## config.mk

```make
export PLATFORM = sky130hd
export DESIGN_NAME = alu_serial_seq
export DESIGN_NICKNAME = d
export VERILOG_FILES = /design/src/rtl/alu_seq_pkg.sv /design/src/rtl/alu_serial_seq.sv
export SDC_FILE = /design/constraint.sdc
export NUM_CORES = 1
export LEC_CHECK = 0
export BUFFER_PORTS_ARGS = -buffer_cell sky130_fd_sc_hd__clkbuf_2
export CORE_ASPECT_RATIO = 1.5
export CORE_UTILIZATION = 30
export DETAILED_ROUTE_END_ITERATION = 10
export PLACE_DENSITY = 0.63
export SYNTH_ARGS = -nofsm -noshare
export SYNTH_HDL_FRONTEND = slang
export SYNTH_SLANG_ARGS = --single-unit
```

## constraint.sdc

```tcl
create_clock -name clk -period 1.04 [get_ports clk]
set_input_delay 0.208 -clock clk [delete_from_list [all_inputs] [get_ports clk]]
set_output_delay 0.208 -clock clk [all_outputs]
set_load 0.005 [all_outputs]
```

## src/rtl/alu_seq_pkg.sv

```systemverilog
// Shared definitions for the bit-serial ALU sequencer: FSM state encoding and
// the op codes understood by the external 1-bit ALU.
package alu_seq_pkg;

    typedef enum logic [1:0] {
        IDLE  = 2'd0,
        SHIFT = 2'd1,
        DONE  = 2'd2
    } state_e;

    localparam logic [1:0] OP_AND  = 2'b00;
    localparam logic [1:0] OP_OR   = 2'b01;
    localparam logic [1:0] OP_XOR  = 2'b10;
    localparam logic [1:0] OP_XNOR = 2'b11;

endpackage

```

## src/rtl/alu_serial_seq.sv

```systemverilog
// Bit-serial sequencer driving an external 1-bit ALU, LSB first, WIDTH cycles per op.
// Optional feature: define ALU_SEQ_ABORT_EN to add the abort input.
module alu_serial_seq #(
    parameter int WIDTH = 8
) (
    input  logic             clk,
    input  logic             rst,
    input  logic             start,
    input  logic [1:0]       op,
    input  logic [WIDTH-1:0] a,
    input  logic [WIDTH-1:0] b,
`ifdef ALU_SEQ_ABORT_EN
    input  logic             abort,
`endif
    output logic             busy,
    output logic             done,
    output logic [WIDTH-1:0] result,
    output logic             zero,
    output logic [1:0]       alu_ctrl,
    output logic             alu_a,
    output logic             alu_b,
    input  logic             alu_y,
    input  logic             alu_z
);

    import alu_seq_pkg::*;

    localparam int CNT_W = (WIDTH > 1) ? $clog2(WIDTH) : 1;
    localparam logic [CNT_W-1:0] CNT_LAST = CNT_W'(WIDTH - 1);

    state_e            state_q, state_d;
    logic [WIDTH-1:0]  a_q, a_d;
    logic [WIDTH-1:0]  b_q, b_d;
    logic [1:0]        op_q, op_d;
    logic [WIDTH-1:0]  result_q, result_d;
    logic              zero_q, zero_d;
    logic [CNT_W-1:0]  cnt_q, cnt_d;
    logic              abort_w;

`ifdef ALU_SEQ_ABORT_EN
    assign abort_w = abort;
`else
    assign abort_w = 1'b0;
`endif

    // NOTE: every next-state signal gets its default first, so no path through
    // the case statement can leave one unassigned and infer a latch.
    always_comb begin
        state_d  = state_q;
        a_d      = a_q;
        b_d      = b_q;
        op_d     = op_q;
        result_d = result_q;
        zero_d   = zero_q;
        cnt_d    = cnt_q;

        case (state_q)
            IDLE: begin
                // Abort outranks a simultaneous start.
                if (start && !abort_w) begin
                    a_d      = a;
                    b_d      = b;
                    op_d     = op;
                    result_d = '0;
                    zero_d   = 1'b1;
                    cnt_d    = '0;
                    state_d  = SHIFT;
                end
            end
            SHIFT: begin
                if (abort_w) begin
                    // Leave result/zero at their cleared start-of-operation values.
                    result_d = '0;
                    zero_d   = 1'b1;
                    state_d  = IDLE;
                end else begin
                    result_d = {alu_y, result_q[WIDTH-1:1]};
                    a_d      = a_q >> 1;
                    b_d      = b_q >> 1;
                    zero_d   = zero_q & alu_z;
                    cnt_d    = cnt_q + CNT_W'(1);
                    if (cnt_q == CNT_LAST) begin
                        state_d = DONE;
                    end
                end
            end
            DONE:    state_d = IDLE;
            default: state_d = IDLE;
        endcase
    end

    // NOTE: sequential state uses non-blocking assignments so every register
    // samples the pre-edge value of every other register.
    always_ff @(posedge clk or posedge rst) begin
        if (rst) begin
            state_q  <= IDLE;
            a_q      <= '0;
            b_q      <= '0;
            op_q     <= '0;
            result_q <= '0;
            zero_q   <= 1'b0;
            cnt_q    <= '0;
        end else begin
            state_q  <= state_d;
            a_q      <= a_d;
            b_q      <= b_d;
            op_q     <= op_d;
            result_q <= result_d;
            zero_q   <= zero_d;
            cnt_q    <= cnt_d;
        end
    end

    assign busy     = (state_q == SHIFT);
    assign done     = (state_q == DONE);
    assign result   = result_q;
    assign zero     = zero_q;
    assign alu_ctrl = op_q;
    assign alu_a    = busy & a_q[0];
    assign alu_b    = busy & b_q[0];

endmodule

```

==> qor.txt, run 1 <==
CP bufs+invs: 3
clk_lat worst skew: 0.28 ns
FP Rows: 31
max-slew violations: 0
fraction of layout cells with a size suffix above 1: 67.6%
hold depth: 2
post-layout minimum cycle time: 1.41 ns
routed vias: 1181
flops & latches, synth: 32
Detail Placement HPWL: 2460 µm
global-route wire length before repair: 5850 µm
Post-synth EDFFs: 0
Via density: 4.65
clk sinks: 32
synth top area cells: dfrtp_1 54%, o22ai_2 7.5%, a22o_1 7.0%
Post-synth top flop: dfrtp_1
core area: 4810 µm²
most instantiated cells after synthesis: 32 x dfrtp_1, 16 x nor2_1, 12 x a22o_1
Yosys cell types: 26
Rel. slew slack: 82.4%
mapped cell area: 1490 µm²
Net Count, Synth: 143
# DRC: 0
R2R Setup Slk: -0.30 ns
area delta synth->final: 52.3%
Detail Route Antenna Nets: 0
total CTS buffers: 5
worst min path class: primary input to flip-flop
Worst path slowest cell: dfrtp_2
Worst R2R End: a_q[6]
CP required: 0.83 ns
largest delay contributor family on the critical path: flip-flops
hold path start: a[7]
peak supply drop: 1.56 mV
die area: 5270 µm²
Final Skew: 0.00500 ns
Largest stage delay, worst path: 0.45 ns
clock transition at the registers of the reported paths: 0.06 ns
I/O pin count: 38
pin count of the biggest net entering global routing: 33
setup_tns: -7.16 ns
H-Tree Depth: 2
Die Ht: 88.4 µm
crit path DAT: 1.20 ns
Crit path top cell by count: buf_6
count leader, synth: dfrtp_1
top-area cell type share of the netlist area: 53.6%
mean post-synth cell area: 12.7 µm²
# port buffers: 37
fin crit share: 136%
Worst R2R Start: state_q[1]
fraction of registers with async set/reset: 100%
clock tree buffer depth: 2
GP Congestion: 0.826
Power Density: 2900 nW/µm²
Setup CP Type: flip-flop to output pin
number of global-route vias before repair: 1238
grt ovf: 0
initial antenna violation count: 0
sequential-to-total area share from yosys stat: 53.6%
leakage power: 1.04 nW
type of origin of the critical path: flip-flop
wire per inst: 14.3 µm
GRT Total Usage: 15.4%
Syn Inst Count: 118
CP cell instances: inv_4, buf_6, and3_4, buf_6
Hold Crit Endpoint: a_q[7]
Yosys warning count: 0
Final WS setup: -0.369 ns
pre-CTS WS: -0.201 ns
maximum fanout along the worst path: 3
Worst Reg-to-Reg Cells: 6
run status: finished with violations
die width: 59.6 µm
Final setup viols: 36
nets@finish: 212
Starting Density: 31.1%
Diodes inserted: 0
final hold vios: 0
Max-cap violations: 0
Pre-antenna DRT Iters: 2
root buffer cell: clkbuf_8
violated checks: setup timing
nature of the critical path endpoint: output pin
1st-iter DRT viols: 33
Routed WL: 3620 µm
RSZ-0062 raised after global routing: true
highest clock rate: 710 MHz
Synth area leader: dfrtp_1
Least-Margin Pin Slew: 0.263 ns
CTS tree: built
-- metal layers --
layer	up-vias	routed length [µm]	GRT usage, %
met1	574	1470	16.7
met3	7	225	6.43
met2	34	1880	27.3
met5	-	0	0
met4	0	54	3.81
li1	566	-	-
-- repair_timing --
action / in CTS / in global routing
hold endpoints to repair: 32 / 0
endpoints found under the setup margin: 35 / 39
hold buffers: 1 / 0
cloned: 1 / 0
pin swaps: 8 / 3
buffers inserted: 8 / 5
gates resized for setup: 19 / 14
-- kinds of logic (layout without fill, tap and decap cells) --
kind of cell / after synthesis / after routing / synth area share [%]
compound gates: 46 / 47 / 27.6
mux: 3 / 3 / 2.76
fa+ha+maj: 2 / 2 / 1.67
flops: 32 / 32 / 53.6
buf+inv: 11 / 80 / 6.28
simple gates: 24 / 24 / 8.04
-- sequential cells by signal, summed over array words and instances, names as in the netlist --
register and count:
a_q 8, alu_ctrl 2, b_q 8, cnt_q 3, result 8, state_q 2, zero 1
-- power breakdown --
group          total, W  internal [W]  switching, W
clock network  0.000977      0.000527      0.000450
registers       0.00234       0.00182      0.000524
logic           0.00328       0.00191       0.00137
-- how the worst max path moves through the flow --
stage                     slack, ns        from  cells past startpoint   endpoint
after floorplan               -0.07  state_q[0]                      5     a_q[3]
after global placement        -0.13  state_q[0]                      4     a_q[6]
after detailed placement      -0.20  state_q[0]                      4  result[1]
after CTS                     -0.37  state_q[1]                      4      alu_a
after global routing          -0.40  state_q[1]                      4      alu_a
final                         -0.37  state_q[1]                      4      alu_a
-- final cells by class --
type	instances	area, µm²
Fill cell	458	2530
Sequential cell	32	802
Multi-Input combinational cell	76	757
Timing Repair Buffer	69	527
Clock buffer	6	82.6
Tap cell	66	82.6
Inverter	3	13.8
Clock inverter	2	10.0
-- metrics by stage --
| stage | area [µm²] | std cells | hold WS (ns) | util, % | total power, W |
|---|---|---|---|---|---|
| floorplan | 1600 | 118 | 0.324 | - | 0.00423 |
| global placement | 1940 | 232 | 0.241 | 40.3 | 0.00489 |
| detailed placement | 1940 | 232 | 0.247 | 40.3 | 0.00503 |
| CTS | 2200 | 250 | 0.141 | 45.8 | 0.00643 |
| global route | 2270 | 254 | 0.142 | 47.3 | 0.00702 |
| finish | 2270 | 254 | 0.143 | 47.3 | 0.00660 |
-- layout by cell type (no fill, tap or decap), types with 2 or more instances in the layout --
master    synthesis  routed
a21oi_2          10      13
mux2_4            2       3
nand2b_4          1       2
buf_12            1       3
clkbuf_2          0      35
dfrtp_1          32      31
a22o_1           12      12
o21ai_1           1       2
clkbuf_8          0       6
o22ai_2           9       9
buf_4             1      17
nor2_4            0      12
o21ai_4           1       2
nor2_1           16       4
and3_4            1       3
buf_8             0       2
buf_6             4      11
o22ai_1           4       4
a21oi_1           5       2
clkinv_2          0       2
Power figures use the tool's default switching activity.
==> run 2: changes to the inputs <==
--- a/config.mk
+++ b/config.mk
@@ -6,10 +6,12 @@
 export NUM_CORES = 1
 export LEC_CHECK = 0
 export BUFFER_PORTS_ARGS = -buffer_cell sky130_fd_sc_hd__clkbuf_2
+export CELL_PAD_IN_SITES_DETAIL_PLACEMENT = 0
+export CELL_PAD_IN_SITES_GLOBAL_PLACEMENT = 1
 export CORE_ASPECT_RATIO = 1.5
 export CORE_UTILIZATION = 30
 export DETAILED_ROUTE_END_ITERATION = 10
-export PLACE_DENSITY = 0.63
+export PLACE_DENSITY = 0.73
 export SYNTH_ARGS = -nofsm -noshare
 export SYNTH_HDL_FRONTEND = slang
 export SYNTH_SLANG_ARGS = --single-unit
==> run 2 against run 1 <==
Effect of this change: the flow still finishes with violations (setup timing); non-clock buffer count up 10; clock-buffer cell count stayed put; maximum frequency fell by 0.44%; core utilization increased by 3.5 points; clock power is 20% higher; critical path type unchanged; largest cell class unchanged.
==> qor.txt, run 2 (same netlist as run 1, synthesis figures left out) <==
run status: finished with violations
violated checks: setup timing
clock tree buffer depth: 2 (unchanged)
RSZ-0062 raised after global routing: true
Setup CP Type: flip-flop to output pin
Worst Reg-to-Reg Cells: 6 (unchanged)
final hold vios: 0 (unchanged)
hold depth: 2 (unchanged)
global-route wire length before repair: 6000 µm (+2.6%)
clk sinks: 32 (unchanged)
number of global-route vias before repair: 1296 (+4.7%)
CTS tree: built
core area: 4810 µm² (unchanged)
maximum fanout along the worst path: 4 (+1)
commonest non-fill, non-tap cell in the layout: clkbuf_2
CP required: 0.83 ns (about the same)
grt ovf: 0 (unchanged)
clk_lat worst skew: 0.29 ns (about the same)
# DRC: 0 (unchanged)
Final Skew: 0.0109 ns (+0.00590 ns)
Rel. slew slack: 86.1% (+3.6 points)
GRT Total Usage: 15.3% (-0.044 points)
most frequent cells in the layout: 34 x clkbuf_2, 30 x dfrtp_1, 21 x buf_6
total CTS buffers: 5 (unchanged)
post-layout minimum cycle time: 1.42 ns (+0.00627 ns)
Pre-antenna DRT Iters: 4 (+2)
pin count of the biggest net entering global routing: 33 (unchanged)
I/O pin count: 38 (unchanged)
Detail Route Antenna Nets: 0 (unchanged)
initial antenna violation count: 0 (unchanged)
setup_tns: -7.28 ns (-0.117 ns)
fin crit share: 136% (+0.60 points)
Power Density: 3070 nW/µm² (+5.7%)
highest clock rate: 706 MHz (-0.44%)
Detail Placement HPWL: 2430 µm (-1.3%)
Final setup viols: 36 (unchanged)
nets@finish: 221 (+4.2%)
Fillers: 447 (-2.4%)
Core Util, Final: 50.8% (+3.5 points)
Via density: 4.74 (+2.0%)
Least-Margin Pin Slew: 0.209 ns (-0.0545 ns)
H-Tree Depth: 2 (unchanged)
die width: 59.6 µm (unchanged)
die area: 5270 µm² (unchanged)
Final WS setup: -0.376 ns (-0.00627 ns)
routed vias: 1247 (+5.6%)
area delta synth->final: 63.7%
GP Congestion: 0.682 (-17%)
type of origin of the critical path: flip-flop
R2R Setup Slk: -0.26 ns (+0.04 ns)
root buffer cell: clkbuf_8
clock transition at the registers of the reported paths: 0.06 ns (about the same)
Final Power: 0.00750 W (+14%)
pre-CTS WS: -0.147 ns (+0.0536 ns)
worst min path class: primary input to flip-flop
peak supply drop: 1.65 mV (+5.5%)
Die Ht: 88.4 µm (unchanged)
FP Rows: 31 (unchanged)
max-slew violations: 0 (unchanged)
crit path DAT: 1.21 ns (about the same)
Diodes inserted: 0 (unchanged)
leakage power: 1.11 nW (+6.8%)
Starting Density: 31.1% (unchanged)
Max-cap violations: 0 (unchanged)
nature of the critical path endpoint: output pin
# port buffers: 37 (unchanged)
1st-iter DRT viols: 41 (+24%)
fraction of layout cells with a size suffix above 1: 72.1% (+4.5 points)
wire per inst: 15.0 µm (+5.4%)
Routed WL: 3950 µm (+9.1%)
worst hold slack: 0.145 ns (+0.00209 ns)
-- run 2: cell types whose count changed in the layout (fill, tap and decap cells not counted), moves of 2 or more --
| cell | before | now |
|---|---|---|
| o22ai_1 | 4 | 0 |
| o22ai_4 | 0 | 3 |
| nor2_2 | 0 | 2 |
| buf_6 | 11 | 21 |
-- run 2: layout make-up --
type                       instances  area [µm²]  area share (%)
inverter                           3        11.3           0.461
sequential                        32         803            32.9
multi-input combinational         75         791            32.3
tap                               66        82.6            3.38
clock inverter                     2        35.0            1.43
timing repair buffer              79         649            26.6
clock buffer                       6        72.6            2.97
-- run 2: power breakdown --
| part | leakage, nW | internal [W] | switching [W] | total [W] |
|---|---|---|---|---|
| registers | 0.388 | 0.00182 | 0.000577 | 0.00240 |
| clock network | 0.0552 | 0.000710 | 0.000459 | 0.00117 |
| logic | 0.666 | 0.00241 | 0.00153 | 0.00393 |
-- run 2: worst max-delay path: stages (launching register included) --
cell and delay, ns:
dfrtp_2 0.44, inv_2 0.09, buf_6 0.12, and3_4 0.18
buf_6 0.09
-- run 2: layer usage --
metal / vias up / part of all wire, % / track usage (%)
li1: 587 / - / -
met1: 610 / 38 / 18.1
met2: 44 / 54 / 27.0
met3: 6 / 5.9 / 3.95
met4: 0 / 1.7 / 4.44
met5: - / 0 / 0
-- run 2: stage by stage --
step / cells / cell area, µm²
2_1_floorplan: 118 / 1600
3_3_place_gp: 232 / 1940
3_5_place_dp: 232 / 1940
4_1_cts: 252 / 2210
5_1_grt: 263 / 2440
6_report: 263 / 2440
-- run 2: path summary, 6_finish.rpt --
path | start | to
min in group asynchronous | rst | alu_ctrl[1]
max in group asynchronous | rst | state_q[0]
min reg2reg | result[0] | result[0]
min | alu_y | result[7]
max | state_q[1] | alu_a
max reg2reg | state_q[0] | a_q[0]
-- run 2: repair_timing --
| item | CTS | global route |
|---|---|---|
| resized for setup | 23 | 26 |
| hold buffers | 1 | 0 |
| pin swaps | 7 | 9 |
| setup endpoints to repair | 34 | 38 |
| endpoints found under the hold margin | 32 | 0 |
| cloned | 1 | 1 |
| setup buffers | 12 | 11 |
==> run 3: changes to the inputs <==
--- a/config.mk
+++ b/config.mk
@@ -8,7 +8,6 @@
 export BUFFER_PORTS_ARGS = -buffer_cell sky130_fd_sc_hd__clkbuf_2
 export CELL_PAD_IN_SITES_DETAIL_PLACEMENT = 0
 export CELL_PAD_IN_SITES_GLOBAL_PLACEMENT = 1
-export CORE_ASPECT_RATIO = 1.5
 export CORE_UTILIZATION = 30
 export DETAILED_ROUTE_END_ITERATION = 10
 export PLACE_DENSITY = 0.73
==> run 3 against run 2 <==
Effect of this change: the run still ends with setup timing left; final cell count is the same; clock-buffer cell count is the same; final area grew 1.8%; first-iteration DRC count shrank 22%; non-clock buffer count shrank 2; register-to-register slack lost 0.05 ns; maximum frequency grew 1.7%; total power is essentially flat; worst hold slack lost 0.0019 ns; wire length grew 5.2%; sequential share of layout area shrank 0.63 points; largest cell class is now multi-input combinational cells.
==> qor.txt, run 3 (same netlist as run 1, synthesis figures left out) <==
root buffer cell: clkbuf_8
area delta synth->final: 66.6%
run status: finished with violations
number of global-route vias before repair: 1305 (+0.69%)
highest clock rate: 719 MHz (+1.7%)
register area: 802 µm² (-0.16%)
I/O pin count: 38 (unchanged)
RSZ-0062 raised after global routing: true
clock tree buffer depth: 2 (unchanged)
crit path DAT: 1.18 ns (-0.03 ns)
post-route cell area: 2490 µm² (+1.8%)
Setup CP Type: flip-flop to output pin
Via density: 4.82 (+1.6%)
1st-iter DRT viols: 32 (-22%)
CP required: 0.83 ns (about the same)
total CTS buffers: 5 (unchanged)
Routed WL: 4160 µm (+5.2%)
FP Rows: 25 (-19%)
Power Density: 3020 nW/µm² (-1.7%)
core area: 4750 µm² (-1.1%)
clk_lat worst skew: 0.29 ns (about the same)
nature of the critical path endpoint: output pin
# port buffers: 37 (unchanged)
Rel. slew slack: 79.4% (-6.7 points)
Final setup viols: 36 (unchanged)
most frequent cells in the layout: 34 x clkbuf_2, 31 x dfrtp_1, 20 x buf_6
final hold vios: 0 (unchanged)
Final Skew: 0.00863 ns (-0.00227 ns)
fin crit share: 134% (-2.3 points)
clk sinks: 32 (unchanged)
fraction of layout cells with a size suffix above 1: 70.9% (-1.2 points)
GP Congestion: 0.816 (+20%)
pin count of the biggest net entering global routing: 33 (unchanged)
nets@finish: 220 (-0.45%)
routed vias: 1267 (+1.6%)
Die Ht: 72.6 µm (-18%)
maximum fanout along the worst path: 4 (unchanged)
pre-CTS WS: -0.160 ns (-0.0131 ns)
CTS tree: built
wire per inst: 15.8 µm (+5.2%)
Least-Margin Pin Slew: 0.309 ns (+0.100 ns)
grt ovf: 0 (unchanged)
# DRC: 0 (unchanged)
global-route wire length before repair: 6680 µm (+11%)
post-layout minimum cycle time: 1.39 ns (-0.0243 ns)
Max-cap violations: 0 (unchanged)
die width: 72.6 µm (+22%)
GRT Total Usage: 17.1% (+1.8 points)
area of the multi-input gates: 868 µm² (+9.8%)
H-Tree Depth: 2 (unchanged)
leakage power: 1.11 nW (about the same)
type of origin of the critical path: flip-flop
die area: 5270 µm² (-0.12%)
Starting Density: 31.4% (+0.36 points)
max-slew violations: 0 (unchanged)
setup_tns: -8.02 ns (-0.741 ns)
Final Power: 0.00751 W (about the same)
Final WS setup: -0.351 ns (+0.0243 ns)
peak supply drop: 1.24 mV (-25%)
Placed Area: 1930 µm² (-0.45%)
violated checks: setup timing
Fillers: 442 (-1.1%)
initial antenna violation count: 0 (unchanged)
commonest non-fill, non-tap cell in the layout: clkbuf_2
Detail Route Antenna Nets: 0 (unchanged)
clock transition at the registers of the reported paths: 0.07 ns (about the same)
Pre-antenna DRT Iters: 4 (unchanged)
Detail Placement HPWL: 2460 µm (+0.95%)
worst min path class: primary input to flip-flop
Diodes inserted: 0 (unchanged)
[run 3: cell types whose count changed in the layout (fill, tap and decap cells not counted), moves of 2 or more]
| cell | previous run | this run |
|---|---|---|
| o22ai_2 | 10 | 1 |
| o22ai_4 | 3 | 12 |
| buf_12 | 3 | 5 |
| buf_4 | 17 | 15 |
| nor2_1 | 3 | 5 |
| nor2_2 | 2 | 0 |
[run 3: layer usage]
metal	routed length [µm]	vias to the layer above	GRT usage (%)
li1	-	587	-
met1	1650	642	20.0
met2	2250	31	30.8
met3	184	7	5.14
met4	70	0	3.49
met5	0	-	0
[run 3: path summary, 6_finish.rpt]
| check | start | end | slack (ns) | cells past startpoint |
|---|---|---|---|---|
| max | state_q[1] | alu_b | -0.35 | 4 |
| min | b[7] | b_q[7] | 0.14 | 2 |
| max reg2reg | state_q[0] | a_q[1] | -0.31 | 6 |
| min reg2reg | result[0] | result[0] | 0.51 | 1 |
| max in group asynchronous | rst | state_q[0] | 0.36 | 4 |
| min in group asynchronous | rst | alu_ctrl[0] | 0.49 | 4 |
[run 3: power by group]
| group | internal, W | switching [W] | leakage, nW |
|---|---|---|---|
| clock network | 0.000527 | 0.000458 | 0.0510 |
| registers | 0.00182 | 0.000627 | 0.390 |
| logic | 0.00242 | 0.00165 | 0.668 |
[run 3: worst max-delay path: stages (launching register included)]
cell	delay (ns)
dfrtp_1	0.41
inv_2	0.12
buf_6	0.11
and3_4	0.18
buf_6	0.09
[run 3: through the flow]
step	std cells	hold WS, ns	utilization (%)
finish	263	0.143	52.3
global route	263	0.135	52.3
CTS	256	0.140	49.9
detailed placement	230	0.251	40.6
global placement	230	0.235	40.6
floorplan	118	0.324	-
[run 3: final cells by class]
class / instances / share of cell area [%]
Tap cell: 67 / 3.37
Clock inverter: 2 / 0.402
Sequential cell: 32 / 32.2
Inverter: 3 / 0.553
Clock buffer: 6 / 3.32
Timing Repair Buffer: 77 / 25.2
Multi-Input combinational cell: 76 / 34.9
[run 3: repair_timing]
action / 4_1_cts / 5_1_grt
setup buffers: 16 / 11
endpoints found under the setup margin: 34 / 43
gates resized for setup: 37 / 24
gates cloned: 3 / 0
endpoints found under the hold margin: 32 / 0
pin swaps: 23 / 17
hold buffers: 1 / 0
